## src/rtl/odd_parity_tx_ctrl_if.sv

```systemverilog
// Word-input handshake for the odd-parity serial transmitter.
// Ports: in_valid/in_data driven by the producer, in_ready returned by the transmitter.
// master = producer side, slave = transmitter side.
interface odd_parity_tx_ctrl_if #(
  parameter int DATA_W = 3
);
  logic              in_valid;
  logic              in_ready;
  logic [DATA_W-1:0] in_data;

  modport master (output in_valid, output in_data, input in_ready);
  modport slave  (input in_valid, input in_data, output in_ready);
endinterface

```

## src/rtl/odd_parity_tx_ctrl.sv

```systemverilog
// Odd-parity serial frame sequencer: start(0), data LSB-first, parity (~^data), optional stop(1).
// Latency: start bit on tx_out the cycle after accept; each bit held BIT_DIV cycles; frame_done one cycle after last bit.
// Backpressure: in_ready low for the whole frame, input ignored while busy; ODDPAR_STOP_BIT_EN adds a stop bit.
// Ports: clk, rst_n (sync, active-low), bus (in_valid/in_ready/in_data), tx_out, tx_busy, par_bit, frame_done.
module odd_parity_tx_ctrl #(
  parameter int DATA_W  = 3,
  parameter int BIT_DIV = 1
) (
  input  logic                clk,
  input  logic                rst_n,
  odd_parity_tx_ctrl_if.slave bus,
  output logic                tx_out,
  output logic                tx_busy,
  output logic                par_bit,
  output logic                frame_done
);

  // Keep the bit counter at least one bit wide so BIT_DIV=1 stays legal.
  localparam int BC_W = (BIT_DIV > 1) ? $clog2(BIT_DIV) : 1;
  localparam int IX_W = $clog2(DATA_W + 1);
  localparam logic [BC_W-1:0] BC_LAST = BC_W'(BIT_DIV - 1);
  localparam logic [IX_W-1:0] IX_LAST = IX_W'(DATA_W - 1);

  typedef enum logic [2:0] {
    S_IDLE,
    S_START,
    S_DATA,
    S_PARITY,
    S_STOP
  } state_t;

  state_t            state, state_nxt;
  logic [BC_W-1:0]   bit_cnt, bit_cnt_nxt;
  logic [IX_W-1:0]   idx, idx_nxt;
  logic [DATA_W-1:0] shreg, shreg_nxt, sh_next;
  logic              in_ready, in_ready_nxt;
  logic              tx_nxt, busy_nxt, par_nxt, done_nxt;
  logic              bit_last, end_frame;

  assign bus.in_ready = in_ready;

  always_comb begin
    state_nxt    = state;
    bit_cnt_nxt  = bit_cnt;
    idx_nxt      = idx;
    shreg_nxt    = shreg;
    in_ready_nxt = in_ready;
    tx_nxt       = tx_out;
    busy_nxt     = tx_busy;
    par_nxt      = par_bit;
    done_nxt     = 1'b0;
    end_frame    = 1'b0;
    sh_next      = shreg >> 1;
    bit_last     = (bit_cnt == BC_LAST);

    // Outside IDLE the bit counter free-runs and wraps on each bit boundary.
    if (state != S_IDLE) begin
      bit_cnt_nxt = bit_last ? '0 : bit_cnt + BC_W'(1);
    end

    case (state)
      S_IDLE: begin
        bit_cnt_nxt = '0;
        if (bus.in_valid && in_ready) begin
          shreg_nxt    = bus.in_data;
          par_nxt      = ~^bus.in_data;
          in_ready_nxt = 1'b0;
          busy_nxt     = 1'b1;
          tx_nxt       = 1'b0;
          idx_nxt      = '0;
          state_nxt    = S_START;
        end
      end
      S_START: begin
        if (bit_last) begin
          state_nxt = S_DATA;
          tx_nxt    = shreg[0];
          idx_nxt   = '0;
        end
      end
      S_DATA: begin
        if (bit_last) begin
          if (idx == IX_LAST) begin
            state_nxt = S_PARITY;
            tx_nxt    = par_bit;
          end else begin
            // shreg[0] is always the bit currently on the line.
            idx_nxt   = idx + IX_W'(1);
            shreg_nxt = sh_next;
            tx_nxt    = sh_next[0];
          end
        end
      end
      S_PARITY: begin
        if (bit_last) begin
`ifdef ODDPAR_STOP_BIT_EN
          state_nxt = S_STOP;
          tx_nxt    = 1'b1;
`else
          end_frame = 1'b1;
`endif
        end
      end
`ifdef ODDPAR_STOP_BIT_EN
      S_STOP: begin
        if (bit_last) begin
          end_frame = 1'b1;
        end
      end
`endif
      default: begin
        state_nxt = S_IDLE;
      end
    endcase

    if (end_frame) begin
      state_nxt    = S_IDLE;
      tx_nxt       = 1'b1;
      busy_nxt     = 1'b0;
      in_ready_nxt = 1'b1;
      done_nxt     = 1'b1;
    end
  end

  always_ff @(posedge clk) begin
    if (!rst_n) begin
      state      <= S_IDLE;
      bit_cnt    <= '0;
      idx        <= '0;
      shreg      <= '0;
      in_ready   <= 1'b1;
      tx_out     <= 1'b1;
      tx_busy    <= 1'b0;
      par_bit    <= 1'b0;
      frame_done <= 1'b0;
    end else begin
      state      <= state_nxt;
      bit_cnt    <= bit_cnt_nxt;
      idx        <= idx_nxt;
      shreg      <= shreg_nxt;
      in_ready   <= in_ready_nxt;
      tx_out     <= tx_nxt;
      tx_busy    <= busy_nxt;
      par_bit    <= par_nxt;
      frame_done <= done_nxt;
    end
  end

endmodule

```

## src/flat_wrapper.sv

```systemverilog
// flat-port wrapper written by rule: the top's interface ports become plain ports
module odd_parity_tx_ctrl_flat 
#(
  parameter int DATA_W  = 3,
  parameter int BIT_DIV = 1
)
  (clk, rst_n, tx_out, tx_busy, par_bit, frame_done, bus_in_valid, bus_in_data, bus_in_ready);
  odd_parity_tx_ctrl_if #(.DATA_W(DATA_W)) bus_i ();
  input  logic clk;
  input  logic rst_n;
  output logic tx_out;
  output logic tx_busy;
  output logic par_bit;
  output logic frame_done;
  input wire logic [$bits(bus_i.in_valid)-1:0] bus_in_valid;
  input wire logic [$bits(bus_i.in_data)-1:0] bus_in_data;
  output wire logic [$bits(bus_i.in_ready)-1:0] bus_in_ready;
  assign bus_i.in_valid = bus_in_valid;
  assign bus_i.in_data = bus_in_data;
  assign bus_in_ready = bus_i.in_ready;
  odd_parity_tx_ctrl #(.DATA_W(DATA_W), .BIT_DIV(BIT_DIV)) u_core (.clk(clk), .rst_n(rst_n), .bus(bus_i), .tx_out(tx_out), .tx_busy(tx_busy), .par_bit(par_bit), .frame_done(frame_done));
endmodule
```

## config.mk

```make
export PLATFORM = sky130hd
export DESIGN_NAME = odd_parity_tx_ctrl_flat
export DESIGN_NICKNAME = d
export VERILOG_FILES = /design/src/rtl/odd_parity_tx_ctrl_if.sv /design/src/rtl/odd_parity_tx_ctrl.sv /design/src/flat_wrapper.sv
export SDC_FILE = /design/constraint.sdc
export NUM_CORES = 1
export LEC_CHECK = 0
export ABC_AREA = 1
export BUFFER_PORTS_ARGS = -buffer_cell sky130_fd_sc_hd__buf_2
export CAP_MARGIN = 10
export CORE_MARGIN = 3
export CORE_UTILIZATION = 50
export CTS_CLUSTER_DIAMETER = 200
export DETAILED_ROUTE_END_ITERATION = 8
export PLACE_DENSITY_LB_ADDON = 0.3
export SLEW_MARGIN = 20
export SYNTH_ARGS = -nofsm -noshare
export SYNTH_HDL_FRONTEND = slang
export SYNTH_SLANG_ARGS = --single-unit
```

## constraint.sdc

```tcl
create_clock -name clk -period 2.92 [get_ports clk]
set_input_delay 0.146 -clock clk [delete_from_list [all_inputs] [get_ports clk]]
set_output_delay 0.146 -clock clk [all_outputs]
set_load 0.1 [all_outputs]
```

==> impl_metrics.csv, run 1 <==
group,metric,value,unit
run_status,status,"complete, no violations",
drt,first_iter_violations,15,
logic_synthesis,syn_nets,118,
clock_network,cts_tree,"built",
finish,fin_cells,134,
placed_design,post_dp_cell_area,778.2,µm²
worst_hold_path,worstHoldEndpoint,"u_core.shreg[2]",
setup_path,crit_path_start_kind,"flop",
sta,slew_headroom,0.6791,
logic_synthesis,yosys.area.top_type,"dfxtp_1",
power_and_ir_drop,swShare,0.5225,
floorplanning,die-area,0.001933,mm²
floorplanning,start_util,0.5403,
sta,period_needed,1.409,ns
clock_network,clock_sinks,12,
clock_network,clkLatencyLatePin,0.28,ns
logic_synthesis,ys.flop_type,"dfxtp_1",
power_and_ir_drop,seqPwrFrac,0.277,
power_and_ir_drop,powerDensity,1153,mW/mm²
global_route,grt_pass1_vias,574,
logic_synthesis,seq_area_frac_synth,0.3333,
worst_hold_path,hp-class,"primary input to flop",
power_and_ir_drop,p_leak,0.4682,nW
sta,hold_viol_final,0,
clock_network,cts_buffers,3,
worst_hold_path,min_from,"rst_n",
global_route,grt_first_pass_wirelength,2566,µm
clock_network,cts_hold_buf,0,
logic_synthesis,syn_area_per_cell,6.799,µm²
setup_path,crit_family,"simple AND/OR/NAND/NOR gates",
finish,diodes,0,
placed_design,place_congestion,0.8264,
sta,grt_setup_unrepaired,"false",
setup_path,r2r_slack,1.51,ns
drt,via_count,648,
floorplanning,io_pins,11,
sta,slew_viol_final,0,
drt,wl,1460,µm
setup_path,cp.arrival,1.57,ns
drt,dr.pass1.iters,4,
sta,period_share,0.4826,
setup_path,end_kind,"flop",
clock_network,clkTransAtPathRegs,0.08,ns
floorplanning,die_h,43.97,µm
placed_design,dp_hpwl,1159,µm
setup_path,cp_slowest_cell,"dfxtp_1",
finish,nets,132,
flow_run,drv_cap,0,
placed_design,dp_cells,130,
logic_synthesis,synth_common_cells,"nand2_1 (33), inv_1 (18), dfxtp_1 (12)",
setup_path,cp_max_fo,9,
logic_synthesis,synth_warnings,0,
sta,fmax,709.7,MHz
finish,final_cell_area,814.5,µm²
finish,layout-drive-gt1-share,0.1933,
finish,fillCellCount,125,
logic_synthesis,synthTopCellsByArea,"dfxtp_1 (33%), nand2_1 (17%), ha_1 (10%), inv_1 (9.4%), nor2_1 (5.7%)",
drt,drcViolationCount,0,
logic_synthesis,syn_inst,106,
global_route,gr-total-overflow,0,
logic_synthesis,netlist.area_leader.share,0.3333,
setup_path,cp.required,3.08,ns
logic_synthesis,synth_edf_count,0,
global_route,grt_use_total,0.1850,
power_and_ir_drop,combPwrFrac,0.582,
power_and_ir_drop,power_switching,0.4909,mW
setup_path,slowest_delay,0.36,ns
finish,multi_input_area,387.9,µm²
clock_network,root_buffer,"clkbuf_4",
clock_network,cts_resized,0,
sta,finClkSkew,0.006611,ns
setup_path,crit_path_frequent_cell,"nand2_1",
finish,regArea,240.2,µm²
floorplanning,row_count,13,
logic_synthesis,ys_ff_latch,12,
clock_network,cts_buffer_depth,2,
global_route,antenna_found_initial,0,
setup_path,reg2regPathDepth,8,
floorplanning,core_area,0.001334,mm²
drt,wl_per_cell,10.90,µm
setup_path,worstPathBufferInverterCount,1,
worst_hold_path,whs_path_depth,3,
global_route,grt_max_degree,10,
setup_path,path_cells,"inv_1, ha_1, nand2_1, nand2_1, nand2_1, nand2_1, nand2_1, nand3_1",
sta,setup_viol,0,
placed_design,port_buffers,10,
logic_synthesis,netlist_area,720.7,µm²
logic_synthesis,synthArstFlopShare,0,
drt,vias_per_cell,4.836,
logic_synthesis,ys_types,19,
finish,syn_to_final_growth,13.02,%
sta,fin_tns_setup,0,ns
floorplanning,die_x,43.97,µm
setup_path,r2r_end,"u_core.tx_out",
setup_path,critical_path_class,"flop to flop",
logic_synthesis,synth.most_common_cell,"nand2_1",
clock_network,post_cts_buffers,0,
power_and_ir_drop,internal_power,0.4486,mW
clock_network,cts_max_level,1,
setup_path,r2r_start,"u_core.state[0]",
sta,worst_slew_pin_slew,0.4848,ns
power_and_ir_drop,vdd_ir_drop_max,0.6512,mV
power_and_ir_drop,clock_power_share,0.141,
drt,detail-route-antenna-nets,0,
## cell usage in the layout, fill, tap and decap left out
| master | n |
|---|---|
| ha_1 | 6 |
| nand3_1 | 6 |
| inv_2 | 1 |
| buf_2 | 10 |
| o21a_1 | 1 |
| inv_4 | 1 |
| dfxtp_1 | 12 |
| nand2_4 | 3 |
| nor2_4 | 1 |
| a21oi_1 | 3 |
| clkinv_1 | 1 |
| nor2_1 | 11 |
| o21ai_1 | 1 |
| nand2_1 | 33 |
| clkbuf_4 | 3 |
| o21ai_0 | 2 |
| nand2_2 | 2 |
| inv_1 | 18 |
| nand4_1 | 2 |
| nand3_2 | 1 |
| clkbuf_8 | 1 |
## through the flow
step	util	total power, mW	hold WS, ns	setup slack, ns
floorplan	-	0.7213	0.2436	1.265
global placement	0.5835	0.7949	0.4432	1.618
detailed placement	0.5835	0.8054	0.4558	1.566
CTS	0.6107	0.9426	0.1535	1.533
global route	0.6107	1.020	0.1718	1.402
finish	0.6107	0.9394	0.1556	1.511
## state kept, by name, summed over array words and instances (netlist names)
signal and flops:
u_core.bus.in_ready 1, u_core.frame_done 1, u_core.idx 2, u_core.par_bit 1, u_core.shreg 3, u_core.state 2
u_core.tx_busy 1, u_core.tx_out 1
## tightest hold or removal path: cells and delay by family
| family | cells | cell delay (ns) |
|---|---|---|
| buffers and inverters | 1 | 0.15 |
| and+or+nand+nor | 2 | 0.10 |
## kinds of logic (layout without fill, tap and decap cells)
kind of cell,count (synthesis),count (layout),synth area share
flip-flops,12,12,0.3333
buffers and inverters,22,35,0.1285
AO/OA/AOI/OAI,7,7,0.05208
AND/OR/NAND/NOR,59,59,0.3819
adder cells (fa/ha/maj),6,6,0.1042
## cell type report
cell class              instances  share of cell area
flip-flops and latches         12              0.2949
well taps                      15             0.02304
inverters                      21             0.09985
clock buffers                   4             0.04455
repair buffers                 10             0.06144
multi-input cells              72              0.4762
## worst max-delay path by stage
stage                         from  depth (start not counted)              end  slack [ns]
5_1_grt            u_core.state[0]                          8    u_core.tx_out        1.40
3_5_place_dp       u_core.state[0]                          7  u_core.shreg[0]        1.57
2_1_floorplan  u_core.bus.in_ready                          5    u_core.tx_out        1.26
4_1_cts            u_core.state[0]                          8    u_core.tx_out        1.53
6_report           u_core.state[0]                          8    u_core.tx_out        1.51
3_3_place_gp       u_core.state[0]                          8    u_core.tx_out        1.62
## metal layers
metal / wire length (µm) / GRT usage / share of wire / up-vias
met5: 0 / 0 / 0 / -
met4: 21 / 0.07229 / 0.014 / 0
met3: 100 / 0.07884 / 0.068 / 4
met2: 723 / 0.2965 / 0.50 / 19
met1: 615 / 0.2161 / 0.42 / 276
li1: - / - / - / 349
## power groups by stage
stage	Combinational (mW)	Clock [mW]	Sequential [mW]
2_1_floorplan	0.316	0	0.406
3_3_place_gp	0.536	0	0.259
3_5_place_dp	0.542	0	0.263
4_1_cts	0.546	0.138	0.259
5_1_grt	0.609	0.145	0.266
6_report	0.546	0.132	0.261
Power figures use the tool's default switching activity.
==> inputs of run 2 (changes only) <==
Settings changed: CORE_UTILIZATION 50 to 48.
Clock period 2.92 ns to 1.2 ns, I/O delays scaled along.
==> run 2 against run 1 <==
- sequential power grew to 2.6 times the previous value
- via count grew 6.6%
- critical path depth is the same
- largest power group unchanged
- highest routed layer unchanged
- sequential cell count is the same
==> impl_metrics.csv, run 2 (synthesis results as in run 1) <==
group,metric,value,unit
power_and_ir_drop,seqPwrFrac,0.258,
setup_path,path_cells,"inv_4, ha_4, nand2_2, nand2_1, nand2_1, nand2_1, nand2_1, nand3_1",
sta,hold_viol_final,0,
floorplanning,die_h,44.75,µm
floorplanning,die-area,0.002003,mm²
sta,period_needed,1.140,ns
floorplanning,die_x,44.75,µm
global_route,antenna_found_initial,0,
sta,slew_viol_final,0,
finish,mostFrequentLayoutCells,"nand2_1 (31), inv_1 (13), nor2_1 (11)",
drt,wl,1549,µm
setup_path,end_kind,"flop",
finish,nets,139,
setup_path,cp_max_fo,7,
floorplanning,io_pins,11,
setup_path,crit_path_frequent_cell,"nand2_1",
placed_design,dp_cells,135,
placed_design,place_ws,-0.07728,ns
drt,detail-route-antenna-nets,0,
sta,fin_tns_setup,0,ns
power_and_ir_drop,p_leak,0.5105,nW
clock_network,clkLatencyLatePin,0.28,ns
finish,largest_register_ffs,3,
placed_design,post_dp_cell_area,822.0,µm²
flow_run,drv_cap,0,
finish,final_cell_area,939.7,µm²
drt,drcViolationCount,0,
clock_network,clock_sinks,12,
finish,reg_top3,"u_core.shreg: 3 flops, u_core.idx: 2 flops, u_core.state: 2 flops",
power_and_ir_drop,combPwrFrac,0.612,
placed_design,dp_hpwl,1078,µm
setup_path,slowest_delay,0.36,ns
setup_path,worstPathBufferInverterCount,1,
sta,period_share,0.9501,
drt,wl_per_cell,10.99,µm
run_status,status,"complete, no violations",
clock_network,cts_tree,"built",
sta,setup_viol,0,
sta,slew_headroom,0.6772,
drt,via_count,691,
global_route,grt_pass1_vias,668,
finish,diodes,0,
drt,first_iter_violations,14,
finish,largest-register,"u_core.shreg",
global_route,gr-total-overflow,0,
setup_path,cp.required,1.37,ns
power_and_ir_drop,power_switching,1.310,mW
finish,layout-drive-gt1-share,0.3810,
power_and_ir_drop,clock_power_share,0.130,
drt,dr.pass1.iters,4,
power_and_ir_drop,swShare,0.5072,
setup_path,cp_slowest_cell,"dfxtp_2",
worst_hold_path,hp-class,"primary input to flop",
power_and_ir_drop,internal_power,1.273,mW
finish,final_common_cell,"nand2_1",
sta,worst_slew_pin_slew,0.4875,ns
sta,finClkSkew,0.003343,ns
drt,vias_per_cell,4.901,
floorplanning,start_util,0.5338,
sta,worst_slack,0.05986,ns
clock_network,cts_hold_buf,0,
power_and_ir_drop,vdd_ir_drop_max,1.592,mV
global_route,grt_first_pass_wirelength,2649,µm
placed_design,port_buffers,10,
clock_network,root_buffer,"clkbuf_4",
sta,fmax,877.1,MHz
clock_network,cts_buffers,3,
clock_network,clkTransAtPathRegs,0.08,ns
clock_network,cts_max_level,1,
floorplanning,core_area,0.001350,mm²
setup_path,critical_path_class,"flop to flop",
setup_path,cp.arrival,1.31,ns
global_route,grt_use_total,0.1833,
placed_design,place_congestion,0.9015,
setup_path,crit_family,"simple AND/OR/NAND/NOR gates",
setup_path,crit_path_start_kind,"flop",
global_route,grt_max_degree,9,
clock_network,cts_buffer_depth,2,
finish,syn_to_final_growth,30.38,%
finish,fin_cells,141,
power_and_ir_drop,powerDensity,2749,mW/mm²
floorplanning,row_count,13,
## run 2: changes by cell type in the layout (fill, tap and decap cells not counted), sizes merged
cell / delta
buf: +7
## run 2: final timing paths
path                   startpoint        endpoint  slack (ns)  depth (start not counted)
hold / removal              rst_n   u_core.idx[0]        0.06                          3
setup reg to reg  u_core.state[0]   u_core.tx_out        0.06                          8
hold reg to reg    u_core.tx_busy  u_core.tx_busy        0.46                          1
setup / recovery  u_core.state[0]   u_core.tx_out        0.06                          8
## run 2: metrics by stage
step                      hold WS [ns]  total power [mW]  utilization
after CTS                      0.06125             2.455       0.6589
after detailed placement        0.3687             2.035       0.6089
after global placement          0.3654             2.006       0.6089
after floorplan                 0.1576             1.768            -
after global routing           0.07249             2.811       0.6960
final                          0.06090             2.583       0.6960
## run 2: power by group through the flow
stage	Sequential, mW	Clock [mW]	Combinational, mW
2_1_floorplan	1.00	0	0.768
3_3_place_gp	0.637	0	1.37
3_5_place_dp	0.644	0	1.39
4_1_cts	0.644	0.343	1.47
5_1_grt	0.686	0.359	1.77
6_report	0.667	0.336	1.58
## run 2: per-layer routing
layer	vias to the layer above	global-route usage	share of wire
li1	364	-	-
met1	304	0.2122	0.44
met2	16	0.2951	0.48
met3	7	0.02789	0.038
met4	0	0.1506	0.038
met5	-	0	0
## run 2: layout make-up
class                           count  area (µm²)
Clock buffer                        4       36.28
Fill cell                         110       410.4
Inverter                           21       86.33
Multi-Input combinational cell     72       442.9
Sequential cell                    12       252.7
Tap cell                           15       18.77
Timing Repair Buffer               17       102.6
## run 2: worst register-to-register path, cell delays in order (launching register included)
cell and delay, ns:
dfxtp_2 0.36, inv_4 0.05, ha_4 0.19, nand2_2 0.11, nand2_1 0.06, nand2_1 0.07, nand2_1 0.06, nand2_1 0.06
nand3_1 0.07
## run 2: timing repair
action                     CTS  global route
pin swaps                    0             3
setup endpoints to repair   11             7
gates resized for setup      9            13
buffers inserted             0             2
